`config.mk`:
```
export PLATFORM = sky130hd
export DESIGN_NAME = exec_decode_unit_flat
export DESIGN_NICKNAME = d
export VERILOG_FILES = /design/src/rtl/exec_pkg.sv /design/src/rtl/exec_decode_unit_if.sv /design/src/rtl/exec_decode_unit_br_cond.sv /design/src/rtl/exec_decode_unit.sv /design/src/flat_wrapper.sv
export SDC_FILE = /design/constraint.sdc
export NUM_CORES = 1
export LEC_CHECK = 0
export ABC_AREA = 0
export CAP_MARGIN = 20
export CORE_AREA = 2 2 126 128
export DETAILED_ROUTE_END_ITERATION = 12
export DIE_AREA = 0 0 128 130
export PLACE_DENSITY_LB_ADDON = 0.05
export SLEW_MARGIN = 20
export SYNTH_ARGS = -nofsm -noshare
export SYNTH_HDL_FRONTEND = slang
export SYNTH_SLANG_ARGS = --single-unit
```
`constraint.sdc`:
```
create_clock -name clk -period 11.4 [get_ports clk]
set_input_delay 3.42 -clock clk [delete_from_list [all_inputs] [get_ports clk]]
set_output_delay 3.42 -clock clk [all_outputs]
set_load 0.05 [all_outputs]
```
`src/rtl/exec_pkg.sv`:
```
`default_nettype none
// ============================================================================
// Module  : exec_pkg
// Brief   : Opcode/condition enums, ctrl bit indices, byte saturating add.
// Rev     : 1.0
// ============================================================================
package exec_pkg;

    typedef enum logic [3:0] {
        OP_ADD    = 4'h0,
        OP_PADDSB = 4'h1,
        OP_SUB    = 4'h2,
        OP_AND    = 4'h3,
        OP_NOR    = 4'h4,
        OP_SLL    = 4'h5,
        OP_SRL    = 4'h6,
        OP_SRA    = 4'h7,
        OP_LW     = 4'h8,
        OP_SW     = 4'h9,
        OP_LHB    = 4'hA,
        OP_LLB    = 4'hB,
        OP_B      = 4'hC,
        OP_CALL   = 4'hD,
        OP_RET    = 4'hE,
        OP_HLT    = 4'hF
    } opcode_t;

    typedef enum logic [2:0] {
        COND_NE     = 3'd0,
        COND_EQ     = 3'd1,
        COND_GT     = 3'd2,
        COND_LT     = 3'd3,
        COND_GE     = 3'd4,
        COND_LE     = 3'd5,
        COND_OV     = 3'd6,
        COND_ALWAYS = 3'd7
    } cond_t;

    localparam int c_ctrl_reg_wr   = 0;
    localparam int c_ctrl_mem_rd   = 1;
    localparam int c_ctrl_mem_wr   = 2;
    localparam int c_ctrl_halt     = 3;
    localparam int c_ctrl_call     = 4;
    localparam int c_ctrl_ret      = 5;
    localparam int c_ctrl_branch   = 6;
    localparam int c_ctrl_mem2reg  = 7;

    // Signed byte add clamped to 0x7F / 0x80.
    function automatic logic [7:0] sat_add8(input logic [7:0] a, input logic [7:0] b);
        logic [8:0] s;
        s = {a[7], a} + {b[7], b};
        if (s[8] != s[7]) begin
            return s[8] ? 8'h80 : 8'h7F;
        end
        return s[7:0];
    endfunction

endpackage
`default_nettype wire

```
`src/rtl/exec_decode_unit_if.sv`:
```
`default_nettype none
// ============================================================================
// Module  : exec_decode_unit_if
// Brief   : Instruction/operand inputs and decode/execute outputs bundle.
// Rev     : 1.0
// ============================================================================
interface exec_decode_unit_if;
    logic        valid;
    logic [15:0] instr;
    logic [15:0] pc;
    logic [15:0] rs_data;
    logic [15:0] rt_data;
    logic [3:0]  rd;
    logic [3:0]  rs;
    logic [3:0]  rt;
    logic [7:0]  ctrl;
    logic [15:0] imm;
    logic [15:0] result;
    logic        z;
    logic        n;
    logic        v;
    logic        br_taken;
    logic [15:0] target;
    logic        halted;

    modport slave (
        input  valid, instr, pc, rs_data, rt_data,
        output rd, rs, rt, ctrl, imm, result, z, n, v, br_taken, target, halted
    );

    modport master (
        output valid, instr, pc, rs_data, rt_data,
        input  rd, rs, rt, ctrl, imm, result, z, n, v, br_taken, target, halted
    );
endinterface
`default_nettype wire

```
`src/rtl/exec_decode_unit_br_cond.sv`:
```
`default_nettype none
// ============================================================================
// Module  : br_cond
// Brief   : Evaluates a branch condition code against the Z/N/V flags.
// Rev     : 1.0
// ============================================================================
module br_cond
    import exec_pkg::*;
(
    input  cond_t i_cond,
    input  logic  i_z,
    input  logic  i_n,
    input  logic  i_v,
    output logic  o_taken
);
    always_comb begin
        o_taken = 1'b0;
        case (i_cond)
            COND_NE:     o_taken = ~i_z;
            COND_EQ:     o_taken = i_z;
            COND_GT:     o_taken = ~i_z & ~i_n;
            COND_LT:     o_taken = i_n;
            COND_GE:     o_taken = i_z | ~i_n;
            COND_LE:     o_taken = i_z | i_n;
            COND_OV:     o_taken = i_v;
            COND_ALWAYS: o_taken = 1'b1;
            default:     o_taken = 1'b0;
        endcase
    end
endmodule
`default_nettype wire

```
`src/rtl/exec_decode_unit.sv`:
```
`default_nettype none
// ============================================================================
// Module  : exec_decode_unit
// Brief   : Decode/execute/branch stage; SAT_ARITH_EN makes ADD/SUB saturate.
// Rev     : 1.0
// ============================================================================
module exec_decode_unit
    import exec_pkg::*;
(
    input  wire logic         clk,
    input  wire logic         rst_n,
    exec_decode_unit_if.slave bus
);
    opcode_t     w_op;
    cond_t       w_cond;
    logic [3:0]  w_rd, w_rs, w_rt;
    logic [7:0]  w_ctrl;
    logic [15:0] w_imm, w_result, w_target, w_pc_inc;
    logic        w_take, w_cond_taken, w_live;
    logic        w_set_znv, w_set_z;
    logic        w_is_sub, w_ovf;
    logic [15:0] w_addend, w_sum, w_arith;
    logic        r_z, r_n, r_v, r_halted;

    assign w_op     = opcode_t'(bus.instr[15:12]);
    assign w_cond   = cond_t'(bus.instr[11:9]);
    assign w_pc_inc = bus.pc + 16'd1;
    assign w_live   = bus.valid & ~r_halted;

    // SUB reuses the adder as rs + ~rt + 1, so one overflow rule covers both.
    assign w_is_sub = (w_op == OP_SUB);
    assign w_addend = w_is_sub ? ~bus.rt_data : bus.rt_data;
    assign w_sum    = bus.rs_data + w_addend + {15'd0, w_is_sub};
    assign w_ovf    = (bus.rs_data[15] == w_addend[15]) && (w_sum[15] != bus.rs_data[15]);

`ifdef SAT_ARITH_EN
    assign w_arith = w_ovf ? (bus.rs_data[15] ? 16'h8000 : 16'h7FFF) : w_sum;
`else
    assign w_arith = w_sum;
`endif

    br_cond u_br_cond (
        .i_cond  (w_cond),
        .i_z     (r_z),
        .i_n     (r_n),
        .i_v     (r_v),
        .o_taken (w_cond_taken)
    );

    always_comb begin
        w_rd      = bus.instr[11:8];
        w_rs      = bus.instr[7:4];
        w_rt      = bus.instr[3:0];
        w_ctrl    = 8'd0;
        w_imm     = 16'd0;
        w_result  = 16'd0;
        w_target  = w_pc_inc;
        w_take    = 1'b0;
        w_set_znv = 1'b0;
        w_set_z   = 1'b0;
        case (w_op)
            OP_ADD, OP_SUB: begin
                w_ctrl[c_ctrl_reg_wr] = 1'b1;
                w_result  = w_arith;
                w_set_znv = 1'b1;
            end
            OP_PADDSB: begin
                w_ctrl[c_ctrl_reg_wr] = 1'b1;
                w_result = {sat_add8(bus.rs_data[15:8], bus.rt_data[15:8]),
                            sat_add8(bus.rs_data[7:0],  bus.rt_data[7:0])};
            end
            OP_AND: begin
                w_ctrl[c_ctrl_reg_wr] = 1'b1;
                w_result = bus.rs_data & bus.rt_data;
                w_set_z  = 1'b1;
            end
            OP_NOR: begin
                w_ctrl[c_ctrl_reg_wr] = 1'b1;
                w_result = ~(bus.rs_data | bus.rt_data);
                w_set_z  = 1'b1;
            end
            OP_SLL, OP_SRL, OP_SRA: begin
                w_ctrl[c_ctrl_reg_wr] = 1'b1;
                w_imm   = {12'd0, bus.instr[3:0]};
                w_set_z = 1'b1;
                if (w_op == OP_SLL)
                    w_result = bus.rs_data << bus.instr[3:0];
                else if (w_op == OP_SRL)
                    w_result = bus.rs_data >> bus.instr[3:0];
                else
                    w_result = 16'($signed(bus.rs_data) >>> bus.instr[3:0]);
            end
            OP_LW: begin
                w_ctrl[c_ctrl_reg_wr]  = 1'b1;
                w_ctrl[c_ctrl_mem_rd]  = 1'b1;
                w_ctrl[c_ctrl_mem2reg] = 1'b1;
                w_imm    = {{12{bus.instr[3]}}, bus.instr[3:0]};
                w_result = bus.rs_data + w_imm;
            end
            OP_SW: begin
                // rd names the store-data register, read through the rt port
                w_ctrl[c_ctrl_mem_wr] = 1'b1;
                w_rt     = bus.instr[11:8];
                w_imm    = {{12{bus.instr[3]}}, bus.instr[3:0]};
                w_result = bus.rs_data + w_imm;
            end
            OP_LHB: begin
                w_ctrl[c_ctrl_reg_wr] = 1'b1;
                w_rs     = bus.instr[11:8];
                w_imm    = {{8{bus.instr[7]}}, bus.instr[7:0]};
                w_result = {bus.instr[7:0], bus.rs_data[7:0]};
            end
            OP_LLB: begin
                w_ctrl[c_ctrl_reg_wr] = 1'b1;
                w_imm    = {{8{bus.instr[7]}}, bus.instr[7:0]};
                w_result = w_imm;
            end
            OP_B: begin
                w_ctrl[c_ctrl_branch] = 1'b1;
                w_imm    = {{7{bus.instr[8]}}, bus.instr[8:0]};
                w_target = w_pc_inc + w_imm;
                w_take   = w_cond_taken;
            end
            OP_CALL: begin
                w_ctrl[c_ctrl_reg_wr] = 1'b1;
                w_ctrl[c_ctrl_call]   = 1'b1;
                w_rd     = 4'hF;
                w_imm    = {{4{bus.instr[11]}}, bus.instr[11:0]};
                w_target = w_pc_inc + w_imm;
                w_result = w_pc_inc;
                w_take   = 1'b1;
            end
            OP_RET: begin
                w_ctrl[c_ctrl_ret] = 1'b1;
                w_rs     = 4'hF;
                w_target = bus.rs_data;
                w_take   = 1'b1;
            end
            OP_HLT: begin
                w_ctrl[c_ctrl_halt] = 1'b1;
            end
            default: begin
                w_ctrl = 8'd0;
            end
        endcase
    end

    always_ff @(posedge clk) begin
        if (!rst_n) begin
            r_z      <= 1'b0;
            r_n      <= 1'b0;
            r_v      <= 1'b0;
            r_halted <= 1'b0;
        end else if (w_live) begin
            if (w_set_znv) begin
                r_z <= (w_result == 16'd0);
                r_n <= w_result[15];
                r_v <= w_ovf;
            end else if (w_set_z) begin
                r_z <= (w_result == 16'd0);
            end
            if (w_op == OP_HLT) begin
                r_halted <= 1'b1;
            end
        end
    end

    assign bus.rd       = w_rd;
    assign bus.rs       = w_rs;
    assign bus.rt       = w_rt;
    assign bus.imm      = w_imm;
    assign bus.result   = w_result;
    assign bus.target   = w_target;
    assign bus.ctrl     = w_live ? w_ctrl : 8'd0;
    assign bus.br_taken = w_live & w_take;
    assign bus.z        = r_z;
    assign bus.n        = r_n;
    assign bus.v        = r_v;
    assign bus.halted   = r_halted;

endmodule
`default_nettype wire

```
`src/flat_wrapper.sv`:
```
// flat-port wrapper written by rule: the top's interface ports become plain ports
module exec_decode_unit_flat import exec_pkg::*;
  (clk, rst_n, bus_valid, bus_instr, bus_pc, bus_rs_data, bus_rt_data, bus_rd, bus_rs, bus_rt, bus_ctrl, bus_imm, bus_result, bus_z, bus_n, bus_v, bus_br_taken, bus_target, bus_halted);
  exec_decode_unit_if bus_i ();
  input  wire logic clk;
  input  wire logic rst_n;
  input wire logic [$bits(bus_i.valid)-1:0] bus_valid;
  input wire logic [$bits(bus_i.instr)-1:0] bus_instr;
  input wire logic [$bits(bus_i.pc)-1:0] bus_pc;
  input wire logic [$bits(bus_i.rs_data)-1:0] bus_rs_data;
  input wire logic [$bits(bus_i.rt_data)-1:0] bus_rt_data;
  output wire logic [$bits(bus_i.rd)-1:0] bus_rd;
  output wire logic [$bits(bus_i.rs)-1:0] bus_rs;
  output wire logic [$bits(bus_i.rt)-1:0] bus_rt;
  output wire logic [$bits(bus_i.ctrl)-1:0] bus_ctrl;
  output wire logic [$bits(bus_i.imm)-1:0] bus_imm;
  output wire logic [$bits(bus_i.result)-1:0] bus_result;
  output wire logic [$bits(bus_i.z)-1:0] bus_z;
  output wire logic [$bits(bus_i.n)-1:0] bus_n;
  output wire logic [$bits(bus_i.v)-1:0] bus_v;
  output wire logic [$bits(bus_i.br_taken)-1:0] bus_br_taken;
  output wire logic [$bits(bus_i.target)-1:0] bus_target;
  output wire logic [$bits(bus_i.halted)-1:0] bus_halted;
  assign bus_i.valid = bus_valid;
  assign bus_i.instr = bus_instr;
  assign bus_i.pc = bus_pc;
  assign bus_i.rs_data = bus_rs_data;
  assign bus_i.rt_data = bus_rt_data;
  assign bus_rd = bus_i.rd;
  assign bus_rs = bus_i.rs;
  assign bus_rt = bus_i.rt;
  assign bus_ctrl = bus_i.ctrl;
  assign bus_imm = bus_i.imm;
  assign bus_result = bus_i.result;
  assign bus_z = bus_i.z;
  assign bus_n = bus_i.n;
  assign bus_v = bus_i.v;
  assign bus_br_taken = bus_i.br_taken;
  assign bus_target = bus_i.target;
  assign bus_halted = bus_i.halted;
  exec_decode_unit u_core (.clk(clk), .rst_n(rst_n), .bus(bus_i));
endmodule
```
### Yosys cells after proc, flatten, opt, wreduce, memory -nomap -nowiden

Cells that the tools add are included.

| word-level totals | value |
|---|---|
| register bits | 4 |
| logic and storage cells | 101 |

| cells by class | value |
|---|---|
| bitwise logic cells | 12 |
| $add $sub $neg | 8 |
| equal/unequal tests | 26 |
| shifts and indexed selects | 3 |
| reductions and logical operators | 15 |
| multiplexer cells | 33 |

Operators with widths:

| operator | number |
|---|---|
| $pmux 16 s9 | 1 |
| $pmux 16 s5 | 1 |
| $add 16x16->16 | 4 |
| $mux 8 | 7 |
| $mux 16 | 3 |
| $pmux 16 s3 | 1 |
| $eq 4x4->1 const B | 8 |
| $not 16->16 | 2 |
| $add 8x8->9 | 2 |
| $add 16x1->16 | 1 |
| $add 16x1->16 const B | 1 |
| $and 16x16->16 | 1 |
| $eq 4x3->1 const B | 4 |
| $logic_not 16->1 | 1 |
| $or 16x16->16 | 1 |
| $shl 16x4->16 | 1 |
| $shr 16x4->16 | 1 |
| $sshr 16x4->16 | 1 |
| $mux 1 | 15 |
| $eq 3x3->1 const B | 4 |
| $reduce_or 12->1 | 1 |
| $eq 4x2->1 const B | 2 |
| $mux 4 | 2 |
| $pmux 1 s8 | 1 |
| other kinds (18) | 31 |

### Logic depth before layout (Yosys ltp)

| depth | value |
|---|---|
| depth in word-level cells | 9 |
| mapped depth | 21 |

### By module

From an unflattened synthesis, not the netlist that was laid out.

| unflattened totals | value |
|---|---|
| cells, all modules | 1060 |
| area total of the unflattened synthesis | 7358.3 µm² |

By module, submodules not included:

| module | seq. area each (µm²) | area each (µm²) | times used | cells an instance |
|---|---|---|---|---|
| exec_decode_unit | 80.1 | 7282.0 | 1 | 1049 |
| br_cond | 0.0 | 76.3 | 1 | 11 |

### Worst setup path before layout

Ideal clock, no wire load.

| timing | value |
|---|---|
| kind | input port to output port |
| start | in bus_instr[12] |
| end | out bus_result[14] |
| stages | 14 |
| slack | 1.053 ns |
| arrival | 6.927 ns |
| buffers on the path | 3 |
| path through | buf_2 nor4b_1 clkbuf_1 clkbuf_1 xnor2_1 ha_1 and3_1 a221o_1 a31oi_1 o21ai_0 a21oi_1 mux2i_1 a221oi_1 o211ai_1 |

| between the ends | value |
|---|---|
| longest elaborated chain between the ends | 5 |
| elaborated cells between the ends (all ways) | 22 |
| classes of those cells | 2 x add/sub; 12 x eq/ne; 4 x mux; 4 x reduce/logical |

Ends and longest elaborated chain:

| element | line | RTL |
|---|---|---|
| start, declared | flat_wrapper.sv:8 | `input wire logic [$bits(bus_i.instr)-1:0] bus_instr;` |
| $eq 4x2->1 | exec_decode_unit.sv:31, exec_decode_unit.sv:61 |  |
| $mux 16 | exec_decode_unit.sv:32 | `assign w_addend = w_is_sub ? ~bus.rt_data : bus.rt_data;` |
| $add 16x16->16 | exec_decode_unit.sv:33 | `assign w_sum = bus.rs_data + w_addend + {15'd0, w_is_sub};` |
| $add 16x1->16 | exec_decode_unit.sv:33 |  |
| $pmux 16 s9 (*) | exec_decode_unit.sv:61 | `case (w_op)` |
| end, declared | flat_wrapper.sv:17 | `output wire logic [$bits(bus_i.result)-1:0] bus_result;` |

Mark *: on every way between the ends. The rest lies on a longest branch, timed or not.

### Worst setup path in the final report

| timing | value |
|---|---|
| start | in bus_rs_data[0] |
| end | out bus_result[3] |

| between the ends | value |
|---|---|
| longest elaborated chain between the ends | 6 |
| elaborated cells between the ends (all ways) | 16 |
| classes of those cells | 4 x add/sub; 1 x eq/ne; 3 x shift; 8 x mux |

Ends and longest elaborated chain:

| element | line | RTL |
|---|---|---|
| start, declared | flat_wrapper.sv:10 | `input wire logic [$bits(bus_i.rs_data)-1:0] bus_rs_data;` |
| branches (longest 5 deep; another with $add 16x16->16) | -- |  |
| $pmux 16 s9 (*) | exec_decode_unit.sv:61 |  |

Mark *: on every way between the ends. The select of a mux whose other input is x is not followed.

==> results.md <==
- Post-synthesis cell count: 1121
- Post-DP HPWL: 26590 µm
- Rows: 46
- Synth top area cells: ha_1, nand2_1, xnor2_1
- Core area: 15420 µm²
- Io pins: 140
- Hold depth: 1
- Slew Viols, Final: 0
- Chip Width: 128 µm
- Sequential-to-total area share from yosys stat: 1.062%
- H-tree levels: 1
- Global routing usage on met1: 54.54%
- CTS clk-pin slew, worst paths: 30 ps
- GP Congestion: 1.028
- GRT busiest layer: met2
- Total number of yosys warnings: 0
- Mux share of post-synthesis cell area: 10.43%
- CTS sink cnt: 4
- Setup CP Type: input pin to primary output
- Worst hold path startpoint: u_core.bus.halted
- P&R area growth vs syn: 24.50%
- EDFF count, synth: 0
- Cell Pwr Density: 72.25 nW/µm²
- Routed Antenna Nets: 0
- Yosys cell types: 88
- Synth top area share: 13.27%
- Most used flip-flop cell after synthesis: dfxtp_1
- Maximum root-to-sink buffer count: 2
- Tot Pwr: 678.5 µW
- Reg area: 80.08 µm²
- Cell area after synthesis: 7542 µm²
- Gr usage total: 40.08%
- Worst r2r src: u_core.bus.halted
- First-pass GRT wire length: 51760 µm
- Initial core utilization: 48.90%
- IO buf count: 139
- GR Layer Usage met2: 63.60%
- Fillers: 1477
- R2R Setup Slk: 8000 ps
- Post-CTS resize count: 0
- # diodes: 0
- LEAKAGE: 3.967 nW
- Routed Wire Length: 34500 µm
- Simple-Gate Fraction of Synth Area: 27.01%
- Achievable frequency: 91.55 MHz
- Area leader, netlist: ha_1
- Setup TNS: 0 ps
- Largest family of logic cells by synthesized area: compound AO/OA/AOI/OAI gates
- DIE HEIGHT: 130 µm
- Largest fanout on the critical path: 9
- Share of layout cells above drive strength 1: 10.65%
- Adder-cell share of the synthesized area: 14.73%
- Synth Area in Compound Gates: 31.34%
- TritonCTS clock tree: done
- Clk Latency, worst-skew pair: 230 ps
- Hold Path End: u_core.bus.halted
- Setup violations, final: 0
- Slew @ Worst Pin: 1070 ps
- Clock skew: 0.2706 ps
- Die ar.: 16640 µm²
- Final worst path period need: 10920 ps
- CP endpoint kind: primary output
- Wirelength per Cell: 24.26 µm
- CTS Hold Bufs: 0
- Clock root buffer: clkbuf_16
- Hold Vio Cnt, Final: 0
- Maximum capacitance violations: 0
- Required time of the critical path: 7980 ps
- Met3 GRT Util: 7.831%
- Initial antenna violation count: 0
- Nets: 1384
- Unrepaired setup endpoints after global routing: no
- R2R cell count: 8
- DR iter-0 viols: 1278
- Gr ovfl total: 0
- Synth Register Bits: 4
- Startpoint Class: input pin
- Fin crit share: 95.82%
- CTS Buf Count: 3
- Slew HR: 28.26%
- Max IR drop VDD: 0.04080 mV
- Reg2reg end: u_core.bus.z
- Mean Syn Cell Area: 6.728 µm²
- Number of remaining DRC errors: 0
- Async S/R FF share, synth: 0%
- Worst Hold Class: flop to flop
- Syn nets: 1273
- Vias in the first global route: 8790
- Vias: 9555
- Postcts setup bufs: 0
- Status: complete, no violations
- Via density per instance: 6.719
- Worst Path Arrival: 7500 ps
- Largest net degree at the start of global routing: 51
- Xor/xnor share of the synthesized area: 7.664%
- DRT Pass-1 Iters: 5
- Multi-input logic area: 6893 µm²
-- stage by stage --
step	area, µm²	hold WS, ps	cells	util [%]	setup slack (ps)
finish	9390	487.9	1422	60.88	476.5
global route	9390	515.3	1422	60.88	261.2
CTS	9390	492.5	1422	60.88	613.7
detailed placement	9315	478.9	1419	60.39	623.3
global placement	9315	464.2	1419	60.39	644.2
floorplan	7542	730.1	1121	-	1053
-- critical path, stage by stage --
cell and delay (ps):
clkdlybuf4s50_1 660, ha_1 370, fa_1 430, a211o_1 380, a211oi_2 300, a221o_2 190, ha_1 340, inv_1 160
a221o_1 140, nor3_1 100, or4_1 550, a211o_1 300, buf_12 170
-- logic make-up after synthesis --
group           Yosys count
simple gates            413
compound gates          346
buf+inv                 145
fa+ha+maj                86
xor+xnor                 66
mux                      61
flops                     4
-- cells in the final DEF (no fill, tap or decap), drive strengths merged, types with 30 or more instances in the layout --
| master | Yosys | routed |
|---|---|---|
| nand3 | 30 | 30 |
| buf | 27 | 65 |
| a21oi | 78 | 78 |
| xnor2 | 46 | 46 |
| o21ai | 68 | 68 |
| nor2 | 100 | 100 |
| inv | 73 | 73 |
| nor3 | 31 | 31 |
| clkdlybuf4s50 | 0 | 112 |
| nand2 | 124 | 124 |
| ha | 80 | 80 |
| mux2i | 31 | 31 |
-- worst max path at each step --
stage	start	end	slack (ps)
detailed placement	bus_pc[2]	bus_target[15]	620
global placement	bus_pc[2]	bus_target[15]	640
global route	bus_pc[2]	bus_target[15]	260
floorplan	bus_instr[12]	bus_result[14]	1050
finish	bus_rs_data[0]	bus_result[3]	480
CTS	bus_rs_data[0]	bus_result[3]	610
-- routing by layer --
layer,vias up,wire length (µm)
met3,104,3989
met1,4410,14070
met4,0,1488
li1,4382,-
met5,-,0
met2,659,14950
-- flip-flops by register name (all words and copies together) (netlist names) --
signal	flops
u_core.bus.z	1
u_core.bus.halted	1
u_core.bus.v	1
u_core.bus.n	1
-- power breakdown --
part           switching [mW]  internal [mW]
logic                   0.372          0.236
clock network          0.0109         0.0449
registers            0.000284         0.0144
-- cells in the mapped netlist, drive strengths merged (11+ instances only) --
cell,number
mux2,18
nand2b,17
a21oi,78
nor2b,18
nand2,124
a22oi,11
clkbuf,44
and2,15
nor2,100
o211ai,11
nor3,31
mux2i,31
a211o,12
nand3,30
a211oi,16
xor2,20
a21o,16
ha,80
mux4,12
o22ai,20
a221oi,15
buf,27
or2,12
xnor2,46
o21ai,68
inv,73
nand4,12
-- layout make-up --
cell class / count / area share (%)
Multi-Input combinational cell: 972 / 73.40
Timing Repair Buffer: 177 / 19.43
Inverter: 74 / 2.958
Tap cell: 192 / 2.558
Sequential cell: 4 / 0.8528
Clock buffer: 3 / 0.7995
Power figures use the tool's default switching activity.
